**src/rtl/fifo_sync_param_if.sv**
```systemverilog
// Bus bundle for fifo_sync_param: control, write data, thresholds and all
// status/read outputs. The master side drives requests, the slave is the FIFO.
interface fifo_sync_param_if #(
  parameter int DATA_WIDTH = 8,
  parameter int ADDR_WIDTH = 3
);
  logic                  Enable;
  logic                  write_enable;
  logic                  read_enable;
  logic [DATA_WIDTH-1:0] FIFO_data_in;
  logic [ADDR_WIDTH:0]   almost_full_thr;
  logic [ADDR_WIDTH:0]   almost_empty_thr;
  logic [DATA_WIDTH-1:0] FIFO_data_out;
  logic                  FIFO_valid;
  logic [ADDR_WIDTH:0]   FIFO_count;
  logic                  FIFO_empty;
  logic                  FIFO_full;
  logic                  FIFO_almost_empty;
  logic                  FIFO_almost_full;
  logic                  FIFO_overflow;
  logic                  FIFO_underflow;

  modport master (
    output Enable, write_enable, read_enable, FIFO_data_in,
           almost_full_thr, almost_empty_thr,
    input  FIFO_data_out, FIFO_valid, FIFO_count, FIFO_empty, FIFO_full,
           FIFO_almost_empty, FIFO_almost_full, FIFO_overflow, FIFO_underflow
  );

  modport slave (
    input  Enable, write_enable, read_enable, FIFO_data_in,
           almost_full_thr, almost_empty_thr,
    output FIFO_data_out, FIFO_valid, FIFO_count, FIFO_empty, FIFO_full,
           FIFO_almost_empty, FIFO_almost_full, FIFO_overflow, FIFO_underflow
  );
endinterface

```
**src/rtl/fifo_sync_param.sv**
```systemverilog
// Synchronous FIFO, DEPTH = 2**ADDR_WIDTH, with occupancy count, programmable
// almost-full/almost-empty thresholds, registered read port with valid strobe
// and sticky overflow/underflow flags. Reset is synchronous, active-high.
module fifo_sync_param #(
  parameter int DATA_WIDTH = 8,
  parameter int ADDR_WIDTH = 3
) (
  input  logic              clk,
  input  logic              Reset,
  fifo_sync_param_if.slave  bus
);
  localparam int DEPTH = 1 << ADDR_WIDTH;
  localparam logic [ADDR_WIDTH:0]   DEPTH_C   = (ADDR_WIDTH + 1)'(DEPTH);
  localparam logic [ADDR_WIDTH:0]   CNT_ONE_C = {{ADDR_WIDTH{1'b0}}, 1'b1};
  localparam logic [ADDR_WIDTH-1:0] PTR_ONE_C = {{(ADDR_WIDTH-1){1'b0}}, 1'b1};

  logic [DATA_WIDTH-1:0] r_mem [DEPTH];
  logic [ADDR_WIDTH-1:0] r_wr_ptr;
  logic [ADDR_WIDTH-1:0] r_rd_ptr;
  logic [ADDR_WIDTH:0]   r_count;
  logic [DATA_WIDTH-1:0] r_data_out;
  logic                  r_valid;
  logic                  r_overflow;
  logic                  r_underflow;

  logic w_full;
  logic w_empty;
  logic w_wr_ok;
  logic w_rd_ok;
  logic w_ovf_evt;
  logic w_unf_evt;

  assign w_full  = (r_count == DEPTH_C);
  assign w_empty = (r_count == {(ADDR_WIDTH+1){1'b0}});

  // Accept decisions and error events, all from the pre-edge state.
  // A write into a full FIFO is fine if a read frees a slot in the same edge;
  // a read of an empty FIFO is never accepted (no fall-through).
  always_comb begin
    w_wr_ok   = 1'b0;
    w_rd_ok   = 1'b0;
    w_ovf_evt = 1'b0;
    w_unf_evt = 1'b0;
    if (bus.Enable) begin
      w_wr_ok   = bus.write_enable & (~w_full | bus.read_enable);
      w_rd_ok   = bus.read_enable & ~w_empty;
      w_ovf_evt = bus.write_enable & w_full & ~bus.read_enable;
      w_unf_evt = bus.read_enable & w_empty;
    end else begin
      w_wr_ok   = 1'b0;
      w_rd_ok   = 1'b0;
      w_ovf_evt = 1'b0;
      w_unf_evt = 1'b0;
    end
  end

  // Storage array; contents need no reset since pointers/count gate access.
  always_ff @(posedge clk) begin
    if (!Reset && w_wr_ok) begin
      r_mem[r_wr_ptr] <= bus.FIFO_data_in;
    end
  end

  // Pointers, occupancy, read port and sticky error flags.
  always_ff @(posedge clk) begin
    if (Reset) begin
      r_wr_ptr    <= {ADDR_WIDTH{1'b0}};
      r_rd_ptr    <= {ADDR_WIDTH{1'b0}};
      r_count     <= {(ADDR_WIDTH+1){1'b0}};
      r_data_out  <= {DATA_WIDTH{1'b0}};
      r_valid     <= 1'b0;
      r_overflow  <= 1'b0;
      r_underflow <= 1'b0;
    end else if (bus.Enable) begin
      if (w_wr_ok) begin
        r_wr_ptr <= r_wr_ptr + PTR_ONE_C;
      end
      if (w_rd_ok) begin
        r_data_out <= r_mem[r_rd_ptr];
        r_rd_ptr   <= r_rd_ptr + PTR_ONE_C;
      end
      case ({w_wr_ok, w_rd_ok})
        2'b10:   r_count <= r_count + CNT_ONE_C;
        2'b01:   r_count <= r_count - CNT_ONE_C;
        default: r_count <= r_count;
      endcase
      r_valid <= w_rd_ok;
      if (w_ovf_evt) begin
        r_overflow <= 1'b1;
      end
      if (w_unf_evt) begin
        r_underflow <= 1'b1;
      end
    end else begin
      // Frozen: only the valid strobe drops, read data holds.
      r_valid <= 1'b0;
    end
  end

  assign bus.FIFO_data_out     = r_data_out;
  assign bus.FIFO_valid        = r_valid;
  assign bus.FIFO_count        = r_count;
  assign bus.FIFO_empty        = w_empty;
  assign bus.FIFO_full         = w_full;
  assign bus.FIFO_almost_empty = (r_count <= bus.almost_empty_thr);
  assign bus.FIFO_almost_full  = (r_count >= bus.almost_full_thr);
  assign bus.FIFO_overflow     = r_overflow;
  assign bus.FIFO_underflow    = r_underflow;
endmodule
```
**src/flat_wrapper.sv**
```systemverilog
// flat-port wrapper written by rule: the top's interface ports become plain ports
module fifo_sync_param_flat 
#(
  parameter int DATA_WIDTH = 8,
  parameter int ADDR_WIDTH = 3
)
  (clk, Reset, bus_Enable, bus_write_enable, bus_read_enable, bus_FIFO_data_in, bus_almost_full_thr, bus_almost_empty_thr, bus_FIFO_data_out, bus_FIFO_valid, bus_FIFO_count, bus_FIFO_empty, bus_FIFO_full, bus_FIFO_almost_empty, bus_FIFO_almost_full, bus_FIFO_overflow, bus_FIFO_underflow);
  fifo_sync_param_if #(.DATA_WIDTH(DATA_WIDTH), .ADDR_WIDTH(ADDR_WIDTH)) bus_i ();
  input  logic clk;
  input  logic Reset;
  input wire logic [$bits(bus_i.Enable)-1:0] bus_Enable;
  input wire logic [$bits(bus_i.write_enable)-1:0] bus_write_enable;
  input wire logic [$bits(bus_i.read_enable)-1:0] bus_read_enable;
  input wire logic [$bits(bus_i.FIFO_data_in)-1:0] bus_FIFO_data_in;
  input wire logic [$bits(bus_i.almost_full_thr)-1:0] bus_almost_full_thr;
  input wire logic [$bits(bus_i.almost_empty_thr)-1:0] bus_almost_empty_thr;
  output wire logic [$bits(bus_i.FIFO_data_out)-1:0] bus_FIFO_data_out;
  output wire logic [$bits(bus_i.FIFO_valid)-1:0] bus_FIFO_valid;
  output wire logic [$bits(bus_i.FIFO_count)-1:0] bus_FIFO_count;
  output wire logic [$bits(bus_i.FIFO_empty)-1:0] bus_FIFO_empty;
  output wire logic [$bits(bus_i.FIFO_full)-1:0] bus_FIFO_full;
  output wire logic [$bits(bus_i.FIFO_almost_empty)-1:0] bus_FIFO_almost_empty;
  output wire logic [$bits(bus_i.FIFO_almost_full)-1:0] bus_FIFO_almost_full;
  output wire logic [$bits(bus_i.FIFO_overflow)-1:0] bus_FIFO_overflow;
  output wire logic [$bits(bus_i.FIFO_underflow)-1:0] bus_FIFO_underflow;
  assign bus_i.Enable = bus_Enable;
  assign bus_i.write_enable = bus_write_enable;
  assign bus_i.read_enable = bus_read_enable;
  assign bus_i.FIFO_data_in = bus_FIFO_data_in;
  assign bus_i.almost_full_thr = bus_almost_full_thr;
  assign bus_i.almost_empty_thr = bus_almost_empty_thr;
  assign bus_FIFO_data_out = bus_i.FIFO_data_out;
  assign bus_FIFO_valid = bus_i.FIFO_valid;
  assign bus_FIFO_count = bus_i.FIFO_count;
  assign bus_FIFO_empty = bus_i.FIFO_empty;
  assign bus_FIFO_full = bus_i.FIFO_full;
  assign bus_FIFO_almost_empty = bus_i.FIFO_almost_empty;
  assign bus_FIFO_almost_full = bus_i.FIFO_almost_full;
  assign bus_FIFO_overflow = bus_i.FIFO_overflow;
  assign bus_FIFO_underflow = bus_i.FIFO_underflow;
  fifo_sync_param #(.DATA_WIDTH(DATA_WIDTH), .ADDR_WIDTH(ADDR_WIDTH)) u_core (.clk(clk), .Reset(Reset), .bus(bus_i));
endmodule
```
**config.mk**
```make
export PLATFORM = sky130hd
export DESIGN_NAME = fifo_sync_param_flat
export DESIGN_NICKNAME = d
export VERILOG_FILES = /design/src/rtl/fifo_sync_param_if.sv /design/src/rtl/fifo_sync_param.sv /design/src/flat_wrapper.sv
export SDC_FILE = /design/constraint.sdc
export NUM_CORES = 1
export LEC_CHECK = 0
export ABC_AREA = 1
export BUFFER_PORTS_ARGS = -buffer_cell sky130_fd_sc_hd__buf_2
export CAP_MARGIN = 30
export CORE_ASPECT_RATIO = 0.7
export CORE_MARGIN = 2
export CORE_UTILIZATION = 40
export DETAILED_ROUTE_END_ITERATION = 10
export PLACE_DENSITY_LB_ADDON = 0.3
export SETUP_SLACK_MARGIN = 0.15
export SLEW_MARGIN = 20
export SYNTH_ARGS = -nofsm -noshare
export SYNTH_HDL_FRONTEND = slang
export SYNTH_SLANG_ARGS = --single-unit
```
**constraint.sdc**
```tcl
create_clock -name clk -period 5.13 [get_ports clk]
set_clock_uncertainty 0.05 [all_clocks]
set_input_delay 0.513 -clock clk [delete_from_list [all_inputs] [get_ports clk]]
set_output_delay 0.513 -clock clk [all_outputs]
set_load 0.02 [all_outputs]
```
* Word-level counts from Yosys, hierarchy flattened
Memory sizes are Yosys's and may differ from the RTL's. A register that Yosys moved wholly into a read port is not among the register bits. Index checks and enable logic that the tools add are counted.
Word-level totals: output and inout port bits 19, bits in registers 13, memories 1, memory bits (writable) 64, input bits 21
Cells by class: $add $sub $neg 4, eq/ne operators 3, bitwise operators 10, magnitude comparators 2, muxes and demuxes 7, reductions and logical operators 10
Memory list:
- u_core.r_mem | depth 8, width 8, read ports 1, clocked after memory_dff 1, wr ports 1, line fifo_sync_param.sv:17 | logic [DATA_WIDTH-1:0] r_mem [DEPTH];
Operators with widths (number):
- AND reduction 2 bit | 5
- case mux 4 bit (2 select lines) | 1
- adder 3 x 1 -> 3 bit (second input constant) | 2
- two-way mux 1 bit | 6
- AND 1 bit | 5
- adder 4 x 1 -> 4 bit (second input constant) | 1
- equality test 4 bit (second input constant) | 1
- greater-or-equal comparator 4 bit | 1
- less-or-equal comparator 4 bit | 1
- zero test 4 bit | 1
- NOT 1 bit | 4
- subtractor 4 x 1 -> 4 bit (second input constant) | 1
- equality test 2 x 1 -> 1 bit (second input constant) | 1
- equality test 2 bit (second input constant) | 1
- nonzero test 2 bit | 1
- OR reduction 2 bit | 1
- logical AND 1 bit | 1
- zero test 1 bit | 1
- bitwise OR 1 bit | 1

* Logic depth before layout (Yosys ltp)
depth in word-level cells 8, depth in mapped cells 12, mapped depth without buffers 12

* Worst setup path after synthesis
OpenSTA, ideal clock, no wires.
kind flip-flop to flip-flop, start register u_core.r_count[1] (netlist: u_core.bus.FIFO_count[1]), end memory u_core.r_mem[0][0], enable pin, path slack 3055 ps, clock period less this slack 2075 ps, cell stages (with the launch flop) 7, arrival time 1642 ps, path buffers 0, library setup time 383 ps, cell sequence dfxtp_1 nor2_4 nand3_2 nand2_4 nor2_1 inv_2 nor3_1
On the way: cells in the longest elaborated chain, start to end 8
Ends and longest elaborated chain:
- start: declaration | line fifo_sync_param.sv:20 | logic [ADDR_WIDTH:0] r_count;
- start signal: assignment | line fifo_sync_param.sv:69 | r_count <= {(ADDR_WIDTH+1){1'b0}};
- start signal: assignment | line fifo_sync_param.sv:83 | 2'b10: r_count <= r_count + CNT_ONE_C;
- start signal: assignment | line fifo_sync_param.sv:84 | 2'b01: r_count <= r_count - CNT_ONE_C;
- equality test 4 bit | line fifo_sync_param.sv:33 | assign w_full = (r_count == DEPTH_C);
- NOT 1 bit | line fifo_sync_param.sv:45 | w_wr_ok = bus.write_enable & (~w_full | bus.read_enable);
- bitwise OR 1 bit | line fifo_sync_param.sv:45
- AND 1 bit | line fifo_sync_param.sv:45
- two-way mux 1 bit | line fifo_sync_param.sv:44 | if (bus.Enable) begin
- logical AND 1 bit | line fifo_sync_param.sv:59 | if (!Reset && w_wr_ok) begin
- two-way mux 1 bit | line fifo_sync_param.sv:59
- two-way mux 1 bit (not written as such) | line fifo_sync_param.sv:60 | r_mem[r_wr_ptr] <= bus.FIFO_data_in;
- end: declaration | line fifo_sync_param.sv:17
Every way passes these cells.

* Worst setup path after layout
start register u_core.r_count[1] (netlist: u_core.bus.FIFO_count[1]), end output bus_FIFO_almost_empty
On the way: cells in the longest elaborated chain, start to end 1
Ends and longest elaborated chain:
- less-or-equal comparator 4 bit | line fifo_sync_param.sv:105 | assign bus.FIFO_almost_empty = (r_count <= bus.almost_empty_thr);
- end: declaration | line flat_wrapper.sv:22 | output wire logic [$bits(bus_i.FIFO_almost_empty)-1:0] bus_FIFO_almost_empty;
Every way passes these cells.

==> summary.md <==
| Metric | Value |
|---|---|
| Worst Tran Pin Value | 0.877 ns |
| Core box area | 9000 um^2 |
| Max-cap check violation count | 0 |
| # clock sinks | 85 |
| WL per Instance | around 16 um |
| Min-Delay Path Class | reg -> reg |
| Die Span X | 118 um |
| CTS root buffer | clkbuf_16 |
| GRT Util Overall | 0.169 |
| WS Path Type | reg -> out |
| Total Power | 1.53 mW |
| RSZ-0062 raised after global routing | false |
| DR pass1 iterations | 4 |
| # diodes | 0 |
| Critical Path AT | approximately 1.7 ns |
| Origin of the worst setup path | u_core.bus.FIFO_count[1] |
| Distinct cell type count after synthesis | 33 |
| Clock transition at path regs | 0.06 ns |
| Vias | between 2000 and 3000 |
| Initial antenna violation count | 0 |
| DP Worst Slack | 2.69 ns |
| H-tree depth | 3 |
| Syn_nets | 356 |
| Max-slew headroom | 0.413 |
| P&R area growth vs syn | 16.7% |
| Largest net degree at the start of global routing | 35 |
| Maximum vdd drop | 0.000207 V |
| Die area | 9960 um^2 |
| Final HPWL DP | 5470 um |
| Worst Path Required | roughly 4.6 ns |
| Clk_lat worst skew | 0.34 ns |
| CTS tree | built |
| Placer congestion estimate | ~0.85 |
| Global-route wire length before repair | 12500 um |
| Critical path's slowest cell | dfxtp_1 |
| TNS Setup | 0 ns |
| Reg2reg setup slack | 2.89 ns |
| PD cells | 358 nW/um^2 |
| Commonest non-fill, non-tap cell in the layout | edfxtp_1 |
| DRC | 0 |
| CP Buf/Inv Count | 2 |
| Syn_area_per_cell | 11.3 um^2 |
| Leak | 1.61 nW |
| Post-CTS sizing | 0 |
| Layout cells sized above 1 | 0.198 |
| Row count | 29 |
| Syn Inst Count | about 320 |
| Register bit count reported by yosys | 85 |
| Hold_buf cts | 0 |
| Top-Level Pins | 40 |
| Synth area leader | edfxtp_1 |
| Minimum clock period | about 2.3 ns |
| Inserted Clock Buffers | 9 |
| CP peak stage delay | 0.54 ns |
| Post-DR vias/cell | 5.12 |
| CP max FO | 8 |
| Worst reg2reg path depth | 6 |
| Nets | just under 400 |
| Buffers on Ports | 39 |
| Final setup vio count | 0 |
| Crit. End Element | output pin |
| Cell chain of the critical path | ha_1 > inv_1 > nor2_1 > o21bai_1 > nand2_1 > o21ai_0 > buf_2 |
| Initial DRC count | 176 |
| Vias in the first global route | 2346 |
| Post-synth top area share | 0.524 |
| Detailed Route WL | 8060 um |
| Sequential area share after synthesis | 0.639 |
| RR Startpoint | u_core.bus.FIFO_count[1] |
| Crit path depth | 7 |
| Fin. Hold Viols | 0 |
| Startpoint types | flip-flop |
| Minimum setup slack in the final design | 2.87 ns |
| Layout Utilization | 0.475 |
| Die Ht | 84.1 um |
| Yosys warnings | 0 |
| Worst r2r dst | u_core.r_mem[7][5] |
| Synth area leaders | edfxtp_1, dfxtp_1, nor2_1 |
| CP Capture Point | bus_FIFO_almost_empty |
| Pins Over Slew Limit | 0 |
| Syn Std Cell Area | approximately 3700 um^2 |
| Post-CTS setup buffer count | 0 |
| CTS max path bufs | 2 |
| Antenna viol nets, final | 0 |
| CP delay by family, top | flip-flops |
| Initial Util | 0.407 |
| Outcome | completed |
| Commonest cells after routing, fill and taps aside | edfxtp_1, nor2_1, buf_2 |
| Period Utilization, post-route | 0.441 |
| Peak Freq | 442 MHz |
| Overflow after GRT | 0 |
[cells in the mapped netlist]
master / number
a21oi_1: 19
a21oi_4: 1
a31oi_1: 1
buf_2: 7
buf_4: 1
clkbuf_1: 6
dfxtp_1: 21
edfxtp_1: 64
ha_1: 12
inv_1: 27
inv_2: 5
mux2i_1: 8
nand2_1: 27
nand2_2: 1
nand2_4: 1
nand3_1: 5
nand3_2: 2
nand4_1: 2
nor2_1: 47
nor2_2: 2
nor2_4: 1
nor3_1: 5
nor3b_1: 1
nor4_1: 1
o211ai_1: 9
o21a_1: 1
o21ai_0: 13
o21ai_1: 14
o21bai_1: 1
o221ai_1: 8
o32ai_1: 8
xnor2_1: 1
xor2_1: 1
[metrics by stage]
stage                     hold WS, ns  std cells  area [um^2]
after CTS                       0.413        492         4270
after global routing            0.435        492         4280
after global placement          0.395        473         3960
after detailed placement        0.406        476         4000
final                           0.410        492         4280
after floorplan                 0.443        323         3670
[area by class of cell]
cell class | count | area [um^2]
fill | 846 | 4720
sequential | 85 | 2340
multi-input combinational | 192 | 1150
clock buffer | 11 | 243
timing repair buffer | 43 | 240
tap | 124 | 155
inverter | 32 | 120
clock inverter | 5 | 27.5
[power by group]
| group | total [mW] | internal (mW) | switching [mW] |
|---|---|---|---|
| Clock | 0.587 | 0.337 | 0.249 |
| Combinational | 0.174 | 0.0595 | 0.115 |
| Sequential | 0.770 | 0.753 | 0.0167 |
| Total | 1.53 | 1.15 | 0.381 |
[state kept, by name, indices dropped and copies added, names as in the netlist]
register	flops
u_core.bus.FIFO_count	4
u_core.r_mem	64
u_core.bus.FIFO_overflow	1
u_core.bus.FIFO_data_out	8
u_core.r_rd_ptr	3
u_core.r_wr_ptr	3
u_core.bus.FIFO_valid	1
u_core.bus.FIFO_underflow	1
[worst min path at each step]
stage	startpoint	end	slack, ns	cells past startpoint
global route	u_core.bus.FIFO_data_out[3]	u_core.bus.FIFO_data_out[3]	0.43	2
global placement	u_core.r_rd_ptr[0]	u_core.r_rd_ptr[0]	0.40	1
detailed placement	u_core.bus.FIFO_data_out[3]	u_core.bus.FIFO_data_out[3]	0.41	2
floorplan	u_core.r_wr_ptr[1]	u_core.r_wr_ptr[1]	0.44	2
CTS	u_core.r_rd_ptr[0]	u_core.r_rd_ptr[0]	0.41	1
finish	u_core.r_rd_ptr[0]	u_core.r_rd_ptr[0]	0.41	1
[cells by family after synthesis]
kind of cell / count (synthesis) / synth area share
compound gates: 75 / 0.130
xor+xnor: 2 / 0.00478
fa+ha+maj: 12 / 0.0410
buf+inv: 46 / 0.0505
flops: 85 / 0.639
mux: 8 / 0.0218
simple gates: 95 / 0.113
[layer usage]
| metal | track usage | wire (um) |
|---|---|---|
| met5 | 0 | 0 |
| met4 | 0.0649 | 120 |
| met3 | 0.0499 | 584 |
| met2 | 0.240 | 3510 |
| met1 | 0.245 | 3850 |
(Power assumes the default switching activity.)
